`src/rtl/clk_divider_prog.sv`:
```
// ============================================================================
//  Module   : clk_divider_prog
//  Brief    : Multi-channel programmable clock-enable / tick generator with
//             glitch-free reprogramming at period boundaries.
//  Revision : 1.0 - initial release
// ============================================================================
`default_nettype none

module clk_divider_prog #(
    parameter int CHANNELS    = 4,
    parameter int DIV_W       = 16,
    parameter int DEFAULT_DIV = 500,
    localparam int SEL_W      = (CHANNELS > 1) ? $clog2(CHANNELS) : 1
) (
    input  logic                clk_in,
    input  logic                reset,
    input  logic [CHANNELS-1:0] en,
    input  logic                cfg_load,
    input  logic [SEL_W-1:0]    cfg_sel,
    input  logic [DIV_W-1:0]    cfg_div,
    input  logic [DIV_W-1:0]    cfg_high,
    output logic [CHANNELS-1:0] clk_out,
    output logic [CHANNELS-1:0] tick,
    output logic [CHANNELS-1:0] busy,
    output logic [CHANNELS-1:0] cfg_pending
);

    localparam logic [DIV_W-1:0] c_default_div  = DIV_W'(DEFAULT_DIV);
    localparam logic [DIV_W-1:0] c_default_high = DIV_W'(DEFAULT_DIV / 2);
    localparam logic [DIV_W-1:0] c_min_div      = DIV_W'(2);
    localparam logic [DIV_W-1:0] c_one          = DIV_W'(1);

    typedef enum logic [0:0] {
        ST_IDLE = 1'b0,
        ST_RUN  = 1'b1
    } state_t;

    // A divide ratio below 2 cannot produce a distinct tick cycle.
    logic [DIV_W-1:0] w_cfg_div_clamped;
    assign w_cfg_div_clamped = (cfg_div < c_min_div) ? c_min_div : cfg_div;

    for (genvar i = 0; i < CHANNELS; i++) begin : g_ch
        state_t           r_state;
        logic [DIV_W-1:0] r_cnt;
        logic [DIV_W-1:0] r_div;
        logic [DIV_W-1:0] r_high;
        logic [DIV_W-1:0] r_sh_div;
        logic [DIV_W-1:0] r_sh_high;
        logic             r_pending;
        logic             r_clk_out;
        logic             r_tick;

        state_t           w_nxt_state;
        logic [DIV_W-1:0] w_nxt_cnt;
        logic [DIV_W-1:0] w_nxt_div;
        logic [DIV_W-1:0] w_nxt_high;
        logic [DIV_W-1:0] w_nxt_sh_div;
        logic [DIV_W-1:0] w_nxt_sh_high;
        logic             w_nxt_pending;
        logic             w_hit;
        logic             w_wrap;
        logic             w_nxt_run;

        assign w_hit  = cfg_load && (cfg_sel == SEL_W'(i));
        assign w_wrap = (r_state == ST_RUN) && (r_cnt == (r_div - c_one));

        // IDLE edges and wrap edges are both period boundaries: the only
        // points where active settings may change.
        always_comb begin
            w_nxt_state   = r_state;
            w_nxt_cnt     = r_cnt;
            w_nxt_div     = r_div;
            w_nxt_high    = r_high;
            w_nxt_sh_div  = r_sh_div;
            w_nxt_sh_high = r_sh_high;
            w_nxt_pending = r_pending;
            if ((r_state == ST_IDLE) || w_wrap) begin
                w_nxt_cnt   = '0;
                w_nxt_state = en[i] ? ST_RUN : ST_IDLE;
                if (w_wrap && w_hit) begin
                    w_nxt_div     = w_cfg_div_clamped;
                    w_nxt_high    = cfg_high;
                    w_nxt_sh_div  = w_cfg_div_clamped;
                    w_nxt_sh_high = cfg_high;
                    w_nxt_pending = 1'b0;
                end else begin
                    if (r_pending) begin
                        w_nxt_div     = r_sh_div;
                        w_nxt_high    = r_sh_high;
                        w_nxt_pending = 1'b0;
                    end
                    if (w_hit) begin
                        w_nxt_sh_div  = w_cfg_div_clamped;
                        w_nxt_sh_high = cfg_high;
                        w_nxt_pending = 1'b1;
                    end
                end
            end else begin
                w_nxt_cnt = r_cnt + c_one;
                if (w_hit) begin
                    w_nxt_sh_div  = w_cfg_div_clamped;
                    w_nxt_sh_high = cfg_high;
                    w_nxt_pending = 1'b1;
                end
            end
        end

        assign w_nxt_run = (w_nxt_state == ST_RUN);

        always_ff @(posedge clk_in or posedge reset) begin
            if (reset) begin
                r_state   <= ST_IDLE;
                r_cnt     <= '0;
                r_div     <= c_default_div;
                r_high    <= c_default_high;
                r_sh_div  <= c_default_div;
                r_sh_high <= c_default_high;
                r_pending <= 1'b0;
                r_clk_out <= 1'b0;
                r_tick    <= 1'b0;
            end else begin
                r_state   <= w_nxt_state;
                r_cnt     <= w_nxt_cnt;
                r_div     <= w_nxt_div;
                r_high    <= w_nxt_high;
                r_sh_div  <= w_nxt_sh_div;
                r_sh_high <= w_nxt_sh_high;
                r_pending <= w_nxt_pending;
                // Outputs come from next-state so they line up with r_cnt.
                r_clk_out <= w_nxt_run && (w_nxt_cnt < w_nxt_high);
                r_tick    <= w_nxt_run && (w_nxt_cnt == (w_nxt_div - c_one));
            end
        end

        assign clk_out[i]     = r_clk_out;
        assign tick[i]        = r_tick;
        assign busy[i]        = (r_state == ST_RUN);
        assign cfg_pending[i] = r_pending;
    end

endmodule

`default_nettype wire

```
`config.mk`:
```
export PLATFORM = sky130hd
export DESIGN_NAME = clk_divider_prog
export DESIGN_NICKNAME = d
export VERILOG_FILES = /design/src/rtl/clk_divider_prog.sv
export SDC_FILE = /design/constraint.sdc
export NUM_CORES = 1
export LEC_CHECK = 0
export ABC_AREA = 1
export CAP_MARGIN = 20
export CORE_MARGIN = 4
export CORE_UTILIZATION = 35
export DETAILED_ROUTE_END_ITERATION = 12
export PLACE_DENSITY = 0.56
export RECOVER_POWER = 100
export SLEW_MARGIN = 10
export SYNTH_ARGS = -nofsm -noshare
export SYNTH_HDL_FRONTEND = slang
export SYNTH_SLANG_ARGS = --single-unit
```
`constraint.sdc`:
```
create_clock -name clk_in -period 25 [get_ports clk_in]
set_input_delay 5 -clock clk_in [delete_from_list [all_inputs] [get_ports clk_in]]
set_output_delay 5 -clock clk_in [all_outputs]
set_load 0.02 [all_outputs]
```
======== Word-level counts from Yosys, hierarchy flattened ========
Cells that the tools add are included.
storage, ports and cells
  bits in registers ....................... 336
  input bits .............................. 41
  output and inout bits ................... 16
  word-level logic and storage cells ...... 174
operators by class
  add/sub/neg operators ................... 12
  magnitude comparators ................... 5
  eq/ne operators ......................... 11
  mux-type cells .......................... 77
  bitwise operators ....................... 4
  reductions and logical operators ........ 29
operators with widths
  kind                     count
  $mux W16                 53
  $eq A16 B16 Y1           8
  $sub A16 B1 Y16 const B  8
  $add A16 B1 Y16 const B  4
  $lt A16 B16 Y1           4
  $mux W1                  24
  $logic_and A1 B1 Y1      20
  $lt A16 B2 Y1 const B    1
  $reduce_bool A2 Y1       4
  $eq A2 B2 Y1 const B     2
  $logic_or A1 B1 Y1       4
  $not A1 Y1               4
  $eq A2 B1 Y1 const B     1
  $logic_not A2 Y1         1

======== Logic depth before layout (Yosys ltp) ========
  word-level depth ........................ 9
  depth in mapped cells ................... 30
  mapped depth without buffers ............ 30

======== Least setup slack after synthesis ========
No wires, ideal clock.
  path type ............................... input port to flip-flop
  start point ............................. input port cfg_sel[0]
  end point ............................... register g_ch[1].r_clk_out
  library setup time ...................... 0.077 ns
  arrival ................................. 7.565 ns
  required time ........................... 24.923 ns
  setup slack ............................. 17.358 ns
  stages on the path ...................... 15
  buffers on the path ..................... 1
  cell sequence ........................... inv_1 nor3_1 nand3_4 nand2_1 inv_2 clkbuf_1 a221oi_1 ha_1 a21oi_1 nor2_1 a211oi_1 nor2_1 a211oi_1 o211ai_1 a21oi_1
on the way
  cells in the longest elaborated chain, start to end .. 7
RTL lines
  element               RTL line  RTL
  from (decl)           19        input logic [SEL_W-1:0] cfg_sel,
  $eq A2 B1 Y1          64        assign w_hit = cfg_load && (cfg_sel == SEL_W'(i));
  $logic_and A1 B1 Y1   64
  $logic_and A1 B1 Y1   80        if (w_wrap && w_hit) begin
  $mux W16              80
  $mux W16              77        if ((r_state == ST_IDLE) || w_wrap) begin
  $lt A16 B16 Y1        130       r_clk_out <= w_nxt_run && (w_nxt_cnt < w_nxt_high);
  $logic_and A1 B1 Y1   130
  to (signal assigned)  130
  to (decl)             50        logic r_clk_out;
No other way between the ends.
A chain may end at the register's enable or synchronous reset.

==> results.md <==
* Residual DRC count at 0
* Die height at about 270 um
* TritonRoute pass-1 iters at 7
* Sequence of cells on the critical path: dlygate4sd3_1, clkinvlp_2, clkbuf_1
* TritonCTS Buffers at 41
* Required time worst endpoint at around 25 ns
* CP Max Fanout at ~110
* Pwr Density at a little under 70 nW/um2
* Worst IR drop on VDD at just under 0.05 mV
* Post-synthesis sequential area ratio at between 30 and 40%
* Setup_tns at 0 ns
* Max Cap Viol at 17
* Yosys top cell area share at roughly a quarter
* Data arrival, critical path at 11.40 ns
* Fillers at roughly 7100
* Most frequent cell after synthesis: nand2_1
* I/O Buffers at 56
* WS Path Type: in -> async
* RSZ-0062 raised after global routing: false
* Post-synth cell types at 64
* Dpl ws at approximately 16 ns
* RePlAce Congestion at about 0.87
* Run status: complete, but fails checks
* EDFF count, synth at 0
* Core area at ~66000 um2
* HP Class: reg -> reg
* Die X at 267 um
* Mapped Cells at ~3400
* Post-CTS Setup Inserts at 0
* Final WL at around 78000 um
* Top post-synthesis cells by count: nand2_1, inv_1, nor2_1
* Yosys top cell by area: dfrtp_1
* Nets@finish at around 3500
* Final HPWL DP at 57000 um
* Synthesis-stage register bit count at 336
* Max-slew violation count at about 830
* Max Buffers Root-to-Sink at 3
* Syn avg cell area at about 7.0 um2
* Clk sinks at 336
* Detailed-route via count at 21600
* Total Routing Usage GR at between 20 and 25%
* Synth-to-Final Area Change at 9.61%
* GRT overflow at 0
* Vias in the first global route at approximately 20000
* Via density at 5.05
* Design Power at roughly 1.8 mW
* Final hold vios at 0
* Static leakage at roughly 13 nW
* Antenna-violating nets left at 0
* Syn Nets at roughly 3500
* First-pass GRT wire length at roughly 120000 um
* Clock slew at reported path FFs at 0.06 ns
* Final setup fails at 0
* Post-Route Skew at 0.0143 ns
* Worst slew margin at -240%
* Min Tclk post-route at between 10 and 15 ns
* Root Driver: clkbuf_16
* Synth warn at 0
* Iter 0 DRT Violations at 1756
* Clk_lat worst skew at 0.57 ns
* Fin crit share at a little under half
* Initial antenna violation count at 6
* Slew at the pin with the worst max-slew slack at ~5 ns
* CTS HTree Levels at 2
* Ys async rst share at 100%
* Crit path largest cell delay at 2.84 ns
* Die Area at a little over 70000 um2
* Crit end category: asynchronous set/reset pin
* WL per Instance at approximately 18 um
* Violated checks: capacitance limit, slew limit
* I/O pins at 57
* Hold Buf Count CTS at 0
* Startpoint types: primary input
* Share of cells above drive strength 1 at 8.10%
* FMAX at around 0.086 GHz
* Rows at between 90 and 100
* CP max stage cell: clkbuf_1
* Setup slack after layout at between 10 and 15 ns
* CTS tree: built
* Starting Density at between 30% and 40%
* Resized Gates After CTS at 0
* Top post-synthesis cells by area: dfrtp_1, nand2_1, dfstp_2
* Ys flop type: dfrtp_1
* Synthesized area at roughly 23000 um2
* Pin count of the biggest net entering global routing at around 110
worst max-delay path, delay by kind of cell:
family | cells | cell delay, ns
buffers and inverters | 3 | 6.19
metrics by stage:
| stage | hold slack (ns) | utilization, % | instances | cell area, um2 |
|---|---|---|---|---|
| floorplan | 0.442 | - | 3367 | 23500 |
| global route | 0.480 | 39.0 | 4270 | 25700 |
| CTS | 0.464 | 39.5 | 4270 | 26100 |
| detailed placement | 0.455 | 37.5 | 4197 | 24800 |
| global placement | 0.453 | 37.5 | 4197 | 24800 |
| finish | 0.465 | 39.0 | 4272 | 25800 |
kinds of logic (layout without fill, tap and decap cells):
logic type                 count (synthesis)  in the layout  share of synthesized area, %
buffers and inverters                    606            645                          10.4
muxes                                      5              5                         0.218
DFF                                      336            336                          36.3
and+or+nand+nor                         1788           1788                          33.8
other                                      0              2                             0
adders and majority gates                 72             72                          3.83
AOI/OAI and AO/OA                        449            449                          11.2
xor gates and xnor gates                 111            111                          4.23
placed cells by master (no fill, tap or decap), types with 13 or more instances in the layout:
cell and count:
inv_2 18, xnor2_1 45, o211ai_1 16, dfstp_2 96
inv_1 459, clkdlybuf4s50_1 38, a221oi_1 39, nand2_1 979
clkbuf_16 42, nor2_1 368, nand3_1 228, dfrtp_1 237
a21oi_1 68, o21ai_0 258, nor2_2 38, xor2_1 64
nand3b_1 28, nand4_1 64, ha_1 72, o21a_1 13
dlygate4sd3_1 18, clkbuf_1 29, nor3_1 19
worst paths after layout:
| path | from | to | slack, ns | depth (start not counted) |
|---|---|---|---|---|
| setup / recovery | reset | g_ch[1].r_div[9]$_DFF_PP0_ | 13.38 | 3 |
| min in group asynchronous | reset | g_ch[2].r_cnt[8]$_DFF_PP0_ | 6.46 | 2 |
| hold / removal | g_ch[2].r_sh_high[1]$_DFF_PP1_ | g_ch[2].r_sh_high[1]$_DFF_PP1_ | 0.46 | 2 |
| max in group clk_in | cfg_sel[1] | g_ch[3].r_tick$_DFF_PP0_ | 14.42 | 18 |
| setup reg to reg | g_ch[1].r_div[0]$_DFF_PP0_ | g_ch[1].r_clk_out$_DFF_PP0_ | 18.43 | 22 |
| hold reg to reg | g_ch[2].r_sh_high[1]$_DFF_PP1_ | g_ch[2].r_sh_high[1]$_DFF_PP1_ | 0.46 | 2 |
state kept, by name (all words and copies together) (netlist names):
signal	cells
g_ch.r_clk_out	4
g_ch.r_cnt	64
g_ch.r_div	64
g_ch.r_high	64
g_ch.r_pending	4
g_ch.r_sh_div	64
g_ch.r_sh_high	64
g_ch.r_state	4
g_ch.r_tick	4
routing by layer:
layer  global-route usage (%)  wire length, um
met1                     30.3            36100
met2                     34.4            34600
met3                     4.07             5040
met4                     5.98             2010
met5                        0               13
report_power, final:
| group | switching, mW | internal [mW] |
|---|---|---|
| Combinational | 0.314 | 0.171 |
| Sequential | 0.0603 | 0.627 |
| Clock | 0.253 | 0.363 |
final cells by class:
type                            instances  area [um2]  share of cell area [%]
Timing Repair Buffer                   88         726                    2.82
Multi-Input combinational cell       2425       12200                    47.5
Clock buffer                           59        1190                    4.64
Clock inverter                         14         159                   0.617
Tap cell                              864        1080                    4.20
Antenna cell                            2        5.00                  0.0194
Sequential cell                       336        8530                    33.1
Inverter                              484        1820                    7.06
No activity file was read; power rests on OpenSTA's default activity.
